### src/rtl/instr_fetch_pkg.sv
// Shared types and constants for the instruction fetch front end.
package instr_fetch_pkg;

  localparam int unsigned IF_ADDR_W = 10;
  localparam int unsigned IF_DATA_W = 32;
  localparam int unsigned FQ_DEPTH  = 2;
  localparam int unsigned FQ_CNT_W  = $clog2(FQ_DEPTH + 1);

  typedef struct packed {
    logic [IF_ADDR_W-1:0] pc;
    logic [IF_DATA_W-1:0] instr;
  } fetch_entry_t;

endpackage

### src/rtl/fetch_queue.sv
// Small synchronous FIFO holding fetched {pc, instr} entries between the ROM and decode.
module fetch_queue
  import instr_fetch_pkg::*;
#(
  parameter type entry_t = fetch_entry_t
) (
  input  logic                clk,
  input  logic                rst,
  input  logic                flush_i,
  input  logic                push_i,
  input  entry_t              push_entry_i,
  input  logic                pop_i,
  output logic [FQ_CNT_W-1:0] count_o,
  output entry_t              head_o
);

  localparam int unsigned PtrW = (FQ_DEPTH > 1) ? $clog2(FQ_DEPTH) : 1;

  entry_t              mem_q [FQ_DEPTH];
  logic [PtrW-1:0]     rd_ptr_q, wr_ptr_q;
  logic [PtrW-1:0]     rd_ptr_d, wr_ptr_d;
  logic [FQ_CNT_W-1:0] count_q, count_d;
  logic                do_pop;

  function automatic logic [PtrW-1:0] ptr_inc(input logic [PtrW-1:0] p);
    return (p == PtrW'(FQ_DEPTH - 1)) ? '0 : p + PtrW'(1);
  endfunction

  // Popping an empty queue is ignored so decode may hold ready high freely.
  assign do_pop = pop_i & (count_q != '0);

  always_comb begin
    rd_ptr_d = rd_ptr_q;
    wr_ptr_d = wr_ptr_q;
    count_d  = count_q;
    if (flush_i) begin
      rd_ptr_d = '0;
      wr_ptr_d = '0;
      count_d  = '0;
    end else begin
      if (push_i) wr_ptr_d = ptr_inc(wr_ptr_q);
      if (do_pop) rd_ptr_d = ptr_inc(rd_ptr_q);
      count_d = count_q + FQ_CNT_W'(push_i) - FQ_CNT_W'(do_pop);
    end
  end

  always_ff @(posedge clk) begin
    if (rst) begin
      for (int i = 0; i < FQ_DEPTH; i++) mem_q[i] <= '0;
      rd_ptr_q <= '0;
      wr_ptr_q <= '0;
      count_q  <= '0;
    end else begin
      if (push_i && !flush_i) mem_q[wr_ptr_q] <= push_entry_i;
      rd_ptr_q <= rd_ptr_d;
      wr_ptr_q <= wr_ptr_d;
      count_q  <= count_d;
    end
  end

  assign count_o = count_q;
  assign head_o  = mem_q[rd_ptr_q];

endmodule

### src/rtl/instr_fetch.sv
// Fetch front end: issues ROM word reads, tags returned words with their PC and
// queues them for decode behind a valid/ready handshake, with redirect squash.
module instr_fetch
  import instr_fetch_pkg::*;
#(
  parameter int unsigned       ADDR_W   = IF_ADDR_W,
  parameter int unsigned       DATA_W   = IF_DATA_W,
  parameter logic [ADDR_W-1:0] RESET_PC = '0
) (
  input  logic              clk,
  input  logic              rst,
  input  logic              fetch_en,
  input  logic              redirect_valid,
  input  logic [ADDR_W-1:0] redirect_pc,
  output logic [ADDR_W-1:0] rom_addr,
  input  logic [DATA_W-1:0] rom_instr,
  output logic              if_valid,
  input  logic              if_ready,
  output logic [ADDR_W-1:0] if_pc,
  output logic [DATA_W-1:0] if_instr
);

  typedef struct packed {
    logic [ADDR_W-1:0] pc;
    logic [DATA_W-1:0] instr;
  } entry_t;

  logic [ADDR_W-1:0]   fetch_pc_q, fetch_pc_d;
  logic [ADDR_W-1:0]   inflight_pc_q, inflight_pc_d;
  logic                inflight_q, inflight_d;
  logic [FQ_CNT_W-1:0] q_count;
  logic [FQ_CNT_W:0]   credit;
  logic                pop, push, issue;
  entry_t              head, push_entry;

  assign pop = if_valid & if_ready;

  // Queued plus in-flight words must leave room for the word about to be issued.
  assign credit = {1'b0, q_count} + (FQ_CNT_W + 1)'(inflight_q);
  assign issue  = fetch_en & ~redirect_valid &
                  (credit < ((FQ_CNT_W + 1)'(FQ_DEPTH) + (FQ_CNT_W + 1)'(pop)));

  // Data arriving in a redirect cycle belongs to the old stream and is dropped.
  assign push       = inflight_q & ~redirect_valid;
  assign push_entry = '{pc: inflight_pc_q, instr: rom_instr};

  always_comb begin
    fetch_pc_d    = fetch_pc_q;
    inflight_pc_d = inflight_pc_q;
    inflight_d    = 1'b0;
    if (redirect_valid) begin
      fetch_pc_d = redirect_pc;
    end else if (issue) begin
      fetch_pc_d    = fetch_pc_q + ADDR_W'(1);
      inflight_pc_d = fetch_pc_q;
      inflight_d    = 1'b1;
    end
  end

  always_ff @(posedge clk) begin
    if (rst) begin
      fetch_pc_q    <= RESET_PC;
      inflight_pc_q <= '0;
      inflight_q    <= 1'b0;
    end else begin
      fetch_pc_q    <= fetch_pc_d;
      inflight_pc_q <= inflight_pc_d;
      inflight_q    <= inflight_d;
    end
  end

  fetch_queue #(
    .entry_t (entry_t)
  ) u_fetch_queue (
    .clk          (clk),
    .rst          (rst),
    .flush_i      (redirect_valid),
    .push_i       (push),
    .push_entry_i (push_entry),
    .pop_i        (pop),
    .count_o      (q_count),
    .head_o       (head)
  );

  assign rom_addr = fetch_pc_q;
  assign if_valid = (q_count != '0);
  assign if_pc    = head.pc;
  assign if_instr = head.instr;

endmodule

### config.mk
export PLATFORM = sky130hd
export DESIGN_NAME = instr_fetch
export DESIGN_NICKNAME = d
export VERILOG_FILES = /design/src/rtl/instr_fetch_pkg.sv /design/src/rtl/fetch_queue.sv /design/src/rtl/instr_fetch.sv
export SDC_FILE = /design/constraint.sdc
export NUM_CORES = 1
export LEC_CHECK = 0
export CAP_MARGIN = 20
export CORE_MARGIN = 4
export CORE_UTILIZATION = 45
export CTS_CLUSTER_DIAMETER = 120
export DETAILED_ROUTE_END_ITERATION = 8
export HOLD_SLACK_MARGIN = 0.02
export PLACE_DENSITY = 0.78
export SLEW_MARGIN = 20
export SYNTH_ARGS = -nofsm -noshare
export SYNTH_HDL_FRONTEND = slang
export SYNTH_HIERARCHICAL = 1
export SYNTH_SLANG_ARGS = --single-unit
export TNS_END_PERCENT = 100
### constraint.sdc
create_clock -name clk -period 2.8 [get_ports clk]
set_input_delay 0.56 -clock clk [delete_from_list [all_inputs] [get_ports clk]]
set_output_delay 0.56 -clock clk [all_outputs]
set_load 0.02 [all_outputs]
== Word-level counts from Yosys, hierarchy flattened ==
Memory sizes are Yosys's and may differ from the RTL's. A register that Yosys moved wholly into a read port is not among the register bits.
Cells that the tools add are included.

* Memory bits (writable): 84
* Memories: 1
* Output and inout bits: 53
* Word-level logic and storage cells: 43
* Bits in registers: 25

* Reductions and logical operators: 7
* Multiplexer cells: 15
* $lt $le $gt $ge: 1
* Bitwise operators: 6
* $add $sub $neg: 7

{| class="wikitable"
|+ Memories
! memory !! depth !! width !! read ports !! clocked after memory_dff !! wr ports !! line !! source
|-
| u_fetch_queue.mem_q || 2 || 42 || 1 || 1 || 2 || fetch_queue.sv:19 || <nowiki>entry_t mem_q [FQ_DEPTH];</nowiki>
|}

{| class="wikitable"
|+ Operator list
! cell !! count
|-
| $mux W42 || 1
|-
| $reduce_or A42 Y1 || 1
|-
| $mux W10 || 2
|-
| $mux W1 || 12
|-
| $add A10 B1 Y10 const B || 1
|-
| $and A1 B1 Y1 || 5
|-
| $reduce_bool A2 Y1 || 2
|-
| $add A2 B1 Y3 || 1
|-
| $add A2 B1 Y3 const A || 1
|-
| $lt A3 B3 Y1 || 1
|-
| $add A1 B1 Y1 const B || 2
|-
| $add A2 B1 Y2 || 1
|-
| $reduce_and A2 Y1 || 1
|-
| $reduce_or A2 Y1 || 1
|-
| $sub A2 B1 Y2 || 1
|-
| $logic_and A1 B1 Y1 || 1
|-
| $logic_not A1 Y1 || 1
|-
| $not A1 Y1 || 1
|}

== Depth between registers and ports, before layout ==
Gate-level depths: netlist of run 1.

* Depth after elaboration: 8
* Mapped depth: 8
* Mapped depth without buffers: 8

== Modules after synthesis ==
Netlist of run 1, hierarchy kept.

{| class="wikitable"
|+ Modules (own cells, without submodules)
! module !! sequential area each (um2) !! instances !! area each (um2) !! cells each
|-
| fetch_queue || 2622.5 || 1 || 3940.0 || 257
|-
| instr_fetch || 420.4 || 1 || 1021.0 || 106
|}

== Worst setup path before layout of run 1 ==
Ideal clock, no wire load.

* Kind: input port to flip-flop
* Start: input redirect_valid
* End: memory u_fetch_queue/mem_q[0][0] (netlist name), enable pin
* Slack: 0.245 ns
* Data required time: 2.402 ns
* Library setup time: 0.398 ns
* Data arrival time: 2.157 ns
* Stages on the path: 4
* Path buffers: 1
* Path through: nor2b_1 > nor2b_4 > clkbuf_1 > a21o_1

{| class="wikitable"
|+ RTL lines
! item !! line !! source
|-
| start, declared || instr_fetch.sv:13 || <nowiki>input logic redirect_valid,</nowiki>
|-
| end, declared || fetch_queue.sv:19 ||
|}

==> out/metrics.cfg, run 1 <==
[run_status]
status=finished clean

[layout]
antenna_cells=0
stdcell_area_mm2=0.00625
drive_above_1_share_pct=18.4
area_growth_pct=25.9
fillCellCount=890
fin_cells=601
nets=508
seq_area_mm2=0.00304
multiInputGateArea_mm2=0.00173

[global_route]
grt_pass1_vias=3198
grt_remaining_overflow=0
antenna_found_initial=0
grt_max_degree=45
grt_pass1_wl_um=16200
grt_usage_pct=15.7

[clocking]
cts_sinks=110
cts_tree=yes
htreeDepth=3
cts.clk_slew.worst_paths_ns=0.10
cts_hold_buf=0
worstSkewPairLatency_ns=0.36
post_cts_resized=0
post-cts-setup-buffers=0
clock_path_buffers=2
cts_buffers=9
root_buffer=clkbuf_8

[setup_path]
critical_path_peak_fanout=42
path_class=flip-flop to output pin
critPathLaunchType=flip-flop
worst_ep_required_time_ns=2.24
critPathCaptureType=output pin
cp_slowest_cell=clkdlybuf4s50_1
reg2reg_slack_ns=0.89
path_cells=buf_12 > mux2_2 > clkdlybuf4s50_1
path_buf_inv=2
crit_family=buffers and inverters
cp.arrival_ns=1.89
crit_path_max_incr_delay_ns=0.54

[timing]
slew_headroom_pct=51.9
maxSlewViolCount=0
fmax_mhz=408
worst_pin_slew_ns=0.720
rsz0062_at_grt=false
fin_skew_ns=0.0115
hold_viol_final=0
setup_violations=0
fin_crit_ns=2.45
setup-tns-final_ns=0
fin_crit_sh_pct=87.5

[floorplan]
die_height_um=113
start_util_pct=46.0
fp-row-count=38
die_area_mm2=0.0128
die_x_um=113
core_area_mm2=0.0108
ios=100

[drt]
dr.first_iter.drc_count=137
wirelength_um=9870
wl_per_cell_um=16.4
viasPerCell=5.22
vias=3135
drc=0
postRouteAntennaNets=0
drt-pass1-iter-count=4

[pwr]
p_sw_share_pct=24.0
seqPwrFrac_pct=60.2
pwr-share-comb_pct=11.0
clkPwrFrac_pct=28.8
p_int_w=0.00232
peakVddDrop_v=0.000322
total_power_w=0.00305
p_per_area_mw_per_mm2=489
power.static_leakage_nw=2.61
p_sw_w=0.000733

[run]
cap_violations=0

[place]
dp_hpwl_um=6260
placed_area_mm2=0.00607
dpl.cell_count=585
io_buffers=99
routabilityCongestion=0.792

[worst_hold_path]
hold_path_class=flip-flop to flip-flop

[synthesis]
syn_area_per_cell_um2=13.7
yosysSeqAreaShare_pct=61.3
yosys_register_bits=110
syn-cell-area_mm2=0.00496
synth_top_area_share_pct=50.8
synth_top_area_cell=edfxtp_1
synth.net_count=415
synthTopCellsByArea=edfxtp_1, and3_1, dfxtp_1
yosysWarnings=6
yosysUniqueCellTypes=43
syn_inst=363

cell usage after synthesis (all sizes together):
cell / number
and2: 2
xnor3: 1
nand2: 1
nor4b: 2
nor2: 22
nor2b: 2
dfxtp: 26
and2b: 1
nand3: 5
nand2b: 1
xor2: 2
edfxtp: 84
a311oi: 1
o21a: 2
a211oi: 8
a2111oi: 1
clkinv: 1
or2: 1
mux2: 44
inv: 5
nor4: 3
mux2i: 10
nand4: 2
a21o: 2
ha: 5
o21ai: 3
nor3b: 1
nor3: 5
or3: 1
and3: 85
buf: 17
xnor2: 7
clkbuf: 10
sequential cells by signal (all words and copies together) (netlist names), named ones only:
signal,cells
inflight_q,1
u_fetch_queue/wr_ptr_q,1
u_fetch_queue/rd_ptr_q,1
rom_addr,10
u_fetch_queue/count_o,2
u_fetch_queue/mem_q,84
inflight_pc_q,10
layout by cell type, fill, tap and decap left out, drive strengths merged, types with 5 or more instances in the layout:
| cell | n |
|---|---|
| clkdlybuf4s50 | 99 |
| a211oi | 8 |
| dfxtp | 26 |
| and3 | 85 |
| nand3 | 5 |
| xnor2 | 7 |
| buf | 10 |
| inv | 10 |
| nor2 | 22 |
| ha | 5 |
| mux2 | 44 |
| edfxtp | 84 |
| nor3 | 5 |
| mux2i | 10 |
| clkbuf | 10 |
power by group through the flow:
stage,Combinational (W),Clock (W),Sequential [W]
2_1_floorplan,0.000151,0,0.00188
3_3_place_gp,0.000334,0,0.00187
3_5_place_dp,0.000339,0,0.00188
4_1_cts,0.000340,0.000908,0.00184
5_1_grt,0.000362,0.000979,0.00185
6_report,0.000336,0.000878,0.00184
final timing paths:
| path | from | depth (start not counted) | end |
|---|---|---|---|
| worst max-delay path | flip-flop | 3 | if_instr[25] |
| worst min-delay path | inflight_pc_q[7] | 2 | inflight_pc_q[7] |
| worst max register to register | u_fetch_queue/count_o[0] | 6 | rom_addr[1] |
| worst min register to register | inflight_pc_q[7] | 2 | inflight_pc_q[7] |
logic make-up after synthesis:
group | share of synthesized area [%]
simple gates | 16.4
flops | 61.3
mux | 12.0
buf+inv | 4.04
compound gates | 2.95
xor+xnor | 2.04
fa+ha+maj | 1.26
metrics by stage:
stage               setup slack, ns  utilization [%]  hold WS (ns)
floorplan                     0.245                -         0.470
global placement              0.309             56.2         0.482
detailed placement            0.208             56.2         0.498
CTS                           0.313             57.9         0.526
global route                  0.258             57.9         0.575
finish                        0.349             57.9         0.518
routing by layer:
layer	global-route usage [%]	vias up	share of wire [%]
li1	-	1545	-
met1	21.1	1504	45
met2	25.8	84	49
met3	4.44	2	6.0
met4	3.21	0	0.23
met5	0	-	0
area by class of cell:
| class | count | area share (%) |
|---|---|---|
| Multi-Input combinational cell | 220 | 27.6 |
| Sequential cell | 110 | 48.7 |
| Inverter | 6 | 0.361 |
| Tap cell | 140 | 2.80 |
| Clock buffer | 10 | 2.04 |
| Clock inverter | 6 | 0.781 |
| Timing Repair Buffer | 109 | 17.7 |
worst register-to-register path: stages (launching register included):
cell	delay, ns
dfxtp_1	0.44
ha_1	0.21
ha_1	0.24
o21a_1	0.24
nor2_1	0.21
nor3_1	0.06
a2111oi_0	0.39
Power figures use the tool's default switching activity.
==> run 2: changes to the inputs <==
- CTS_CLUSTER_DIAMETER: 120 -> not set
==> results of run 2 <==
Same layout as run 1: the final DEF is identical, and so are final timing and power.
==> run 3: changes to the inputs <==
- ABC_CLOCK_PERIOD_IN_PS: not set -> 2800
==> results of run 3 <==
Same layout as run 1: the final DEF is identical, and so are final timing and power.
==> variant 1: new RTL, config.mk and constraints of run 1 <==
`FQ_DEPTH`: 2 -> 4.
--- a/src/rtl/instr_fetch_pkg.sv
+++ b/src/rtl/instr_fetch_pkg.sv
@@ -5,3 +5,3 @@
   localparam int unsigned IF_DATA_W = 32;
-  localparam int unsigned FQ_DEPTH  = 2;
+  localparam int unsigned FQ_DEPTH  = 4;
   localparam int unsigned FQ_CNT_W  = $clog2(FQ_DEPTH + 1);
Check against the original RTL: not equivalent (a bounded check fails within 4 cycles, from zero or initial values and one cycle with rst high).
==> variant 1 against run 1 <==
Design area is 75% higher; combinational power increased by 30%; power up 100%; worst setup slack got worse by 320 ps; first-iteration DRC count increased to 2.9 times the old value; routed wire length grew 99%; sequential share of layout area increased by 2.9 points; sequential cell count up 88; synthesized area is 82% higher; critical endpoint is now if_pc[7]; largest power group unchanged.
==> variant 1: results (changes against run 1) <==
Synth
  • EDFF count, synth: 168 (was 84)
  • Syn_nets: 687 (was 415)
  • Synth top area cells: edfxtp_1 (56%), mux4_2 (10%), dfxtp_1 (6.7%) (was edfxtp_1 (51%), and3_1 (11%), dfxtp_1 (10%))
  • Register area share after synthesis: 0.626 (was 0.613)
  • Complex-gate fraction of the synthesized area: 0.0387 (was 0.0295)
  • Post-Synth XOR/XNOR Area: 0.00444 (was 0.0204)
  • Adder-cell share of the synthesized area: 0.0105 (was 0.0126)

Global routing
  • Vias in the first global route: 5931 (was 3198)
  • First-pass GRT wire length: 31600 um (was 16200 um)
  • GRT Util Overall: 0.183 (was 0.157)
  • Largest net degree at the start of global routing: 85 (was 45)
  • Met3 Usage GRT: 0.0363 (was 0.0444)
  • Met2 GRT Util: 0.322 (was 0.258)

Finish
  • Multi-input gates: 331 (was 220)
  • Multi-input combinational area share: 0.271 (was 0.276)
  • Inverter count: 49 (was 6)
  • Fillers: 1539 (was 890)

Min path
  • Worst Hold Path EP: inflight_pc_q[1] (was inflight_pc_q[7])

STA
  • Clock Skew: 5.73 ps (was 11.5 ps)

Route
  • Detailed-route via count: 5582 (was 3135)

Clock network
  • H-tree Lvls: 4 (was 3)
  • Clock-pin slew on the worst setup and hold paths: 70 ps (was 100 ps)

Placed design
  • DP Wirelength: 11800 um (was 6260 um)

Setup path
  • Worst reg2reg endpoint: rom_addr[6] (was rom_addr[1])

Run status
  • Status: finished clean (unchanged)

Power
  • Lkg Pwr: 3.82 nW (was 2.61 nW)
  • Peak VDD IR: 0.412 mV (was 0.322 mV)
[variant 1: changes by cell type after synthesis, sizes merged, moves of 10 or more]
cell	before	now
a21oi	0	12
and2	2	43
and3	85	5
clkbuf	10	40
edfxtp	84	168
inv	5	48
mux2	44	4
mux4	0	42
nor2	22	11
nor3	5	127
o21ai	3	13
[variant 1: through the flow]
stage	power, mW	area (um^2)	TNS (ps)	instances
final	6.11	10900	0	995
after global routing	6.31	10900	-362	995
after CTS	6.15	10900	-10.1	995
after detailed placement	3.84	10400	0	963
after global placement	3.82	10400	0	963
after floorplan	3.61	9080	-6690	633
[variant 1: worst reg2reg max path, cell delays in order, from the launching register on]
cell	delay, ps
dfxtp_1	460
ha_1	230
ha_1	250
nor3b_2	220
o2111ai_1	380
or4_1	600
a311oi_1	270
[variant 1: cells by family after synthesis]
family | count (synthesis)
compound gates | 49
mux | 48
flops | 198
simple gates | 224
xor+xnor | 3
buf+inv | 104
fa+ha+maj | 7
==> variant 2: new RTL, config.mk and constraints of run 1 <==
Without the edit above. Reset style: asynchronous (`rst`), changed in 2 clocked blocks.
--- a/src/rtl/fetch_queue.sv
+++ b/src/rtl/fetch_queue.sv
@@ -46,3 +46,3 @@
 
-  always_ff @(posedge clk) begin
+  always_ff @(posedge clk or posedge rst) begin
     if (rst) begin
--- a/src/rtl/instr_fetch.sv
+++ b/src/rtl/instr_fetch.sv
@@ -59,3 +59,3 @@
 
-  always_ff @(posedge clk) begin
+  always_ff @(posedge clk or posedge rst) begin
     if (rst) begin
Function: differs if rst is asserted again (counterexample within 4 cycles, from zero or initial values and one cycle with rst high); with rst held inactive, the same outputs for 4 cycles.
==> variant 2 against run 1 <==
Routed wire length increased by 1.5%; synthesized cell count decreased by 5.5%; design area increased by 0.92%; critical path depth unchanged; via count decreased by 0.77%; sequential cell count decreased by 1; hold slack got worse by 27 ps; worst setup slack got worse by 250 ps; synthesized area decreased by 0.18%; critical path type unchanged.
Power is not compared: it rests on default switching activity, and its combinational part moved more than twofold at a synthesized area within 25%.
==> variant 2: results (changes against run 1) <==
Clock network
  • Cts repair resizes: 1 (was 0)
  • Clock-pin slew on the worst setup and hold paths: 100 ps (about the same)
  • Clk buf depth: 2 (unchanged)
  • Cts bufs inserted: 9 (unchanged)
  • H-tree Lvls: 3 (unchanged)
  • Postcts setup bufs: 0 (unchanged)
  • Clock latency on the worst-skew pair: 360 ps (about the same)

Synth
  • Cell variety after synth: 35 (was 43)
  • Warnings, synthesis: 6 (unchanged)
  • Commonest cells in the synthesized netlist: mux2_2 (134), dfrtp_1 (109), nor2_1 (12), a31oi_1 (9) (was and3_1 (85), edfxtp_1 (84), mux2_2 (44), dfxtp_1 (26), nor2_1 (21))
  • Register area share after synthesis: 0.551 (was 0.613)
  • Share of flip-flops with an asynchronous set or reset: 1.00 (was 0)
  • Area leader, netlist: dfrtp_1 (was edfxtp_1)
  • Syn_nets: 395 (was 415)
  • Synth top area cells: dfrtp_1 (55%), mux2_2 (30%), ha_1 (1.3%) (was edfxtp_1 (51%), and3_1 (11%), dfxtp_1 (10%))

Setup path
  • CP delay by family, top: buffers and inverters (unchanged)
  • Crit path max fanout: 26 (was 42)
  • Slowest CP cell: dfrtp_4 (was clkdlybuf4s50_1)
  • CP arrival: 2140 ps (was 1890 ps)
  • Worst path max stage delay: 610 ps (was 540 ps)

Global routing
  • Largest net degree at the start of global routing: 43 (was 45)
  • GRT Util Overall: 0.164 (was 0.157)
  • Met1 Use GR: 0.220 (was 0.211)
  • First-pass GRT wire length: 16800 um (was 16200 um)
  • Met3 Usage GRT: 0.0540 (was 0.0444)
  • Vias in the first global route: 3420 (was 3198)
  • Initial antenna violation count: 0 (unchanged)
  • Met2 GRT Util: 0.259 (was 0.258)
  • GR peak layer: met2 (unchanged)

Power
  • Lkg Pwr: 2.71 nW
  • Power Sequential: 2.11 mW
  • Comb pwr: 1.46 mW
  • Net switching power: 1.32 mW
  • Peak VDD IR: 0.275 mV

Finish
  • Max reg flops: 84 (unchanged)
  • Register bank with the most flops: u_fetch_queue/mem_q (unchanged)
  • Share of cells above drive strength 1: 0.377 (was 0.184)
  • Fillers: 869 (was 890)
  • Ant. Diodes: 0 (unchanged)
  • Nets: 495 (was 508)

Placed design
  • Routability Congestion: 0.826 (was 0.792)
  • IO Port Bufs: 99 (unchanged)
  • DP Wirelength: 7090 um (was 6260 um)
  • Setup WS pre-CTS: 362 ps (was 208 ps)

Route
  • Detailed-route via count: 3111 (was 3135)
  • DR iter-0 viols: 123 (was 137)
  • TritonRoute pass-1 iters: 6 (was 4)
  • Final WL: 10000 um (was 9870 um)

STA
  • Clock Skew: 8.61 ps (was 11.5 ps)
  • Slew headroom: 0.496 (was 0.519)

Run status
  • Status: finished clean (unchanged)

Min path
  • HP Class: reg2reg (unchanged)
variant 2: metal layers:
layer  vias to the layer above  part of all wire
met2                        93              0.47
met5                         -                 0
met4                         0            0.0093
met3                         8             0.075
li1                       1442                 -
met1                      1568              0.45
variant 2: worst paths after layout:
path                       depth (start not counted)                 endpoint  slack [ps]                startpoint
setup / recovery                                   3              if_instr[3]         100    u_fetch_queue/rd_ptr_q
hold / removal                                     1  u_fetch_queue/mem_q[74]         490   u_fetch_queue/mem_q[74]
setup reg to reg                                   6         inflight_pc_q[0]         620  u_fetch_queue/count_o[0]
hold reg to reg                                    1  u_fetch_queue/mem_q[74]         490   u_fetch_queue/mem_q[74]
max in group asynchronous                          3   u_fetch_queue/mem_q[6]        1570                       rst
min in group asynchronous                          2   u_fetch_queue/wr_ptr_q         650                       rst
variant 2: layout make-up:
type | count | area, um^2 | area share
Clock inverter | 5 | 60.1 | 0.00953
Timing Repair Buffer | 106 | 1110 | 0.175
Inverter | 10 | 41.3 | 0.00655
Tap cell | 140 | 175 | 0.0278
Clock buffer | 11 | 141 | 0.0224
Sequential cell | 109 | 2730 | 0.433
Multi-Input combinational cell | 207 | 2050 | 0.325
variant 2: through the flow:
stage          utilization  cells  instance area [um^2]  total power [mW]
4_1_cts              0.584    588                  6300              4.56
6_report             0.584    588                  6300              4.51
2_1_floorplan            -    343                  4960              2.94
3_3_place_gp         0.565    572                  6100              3.55
5_1_grt              0.584    588                  6300              4.75
3_5_place_dp         0.565    572                  6100              3.62
variant 2: kinds of logic after synthesis:
| family | share of synthesized area |
|---|---|
| compound gates | 0.0306 |
| xor+xnor | 0.00632 |
| flops | 0.551 |
| fa+ha+maj | 0.0126 |
| buf+inv | 0.0354 |
| simple gates | 0.0528 |
| mux | 0.312 |
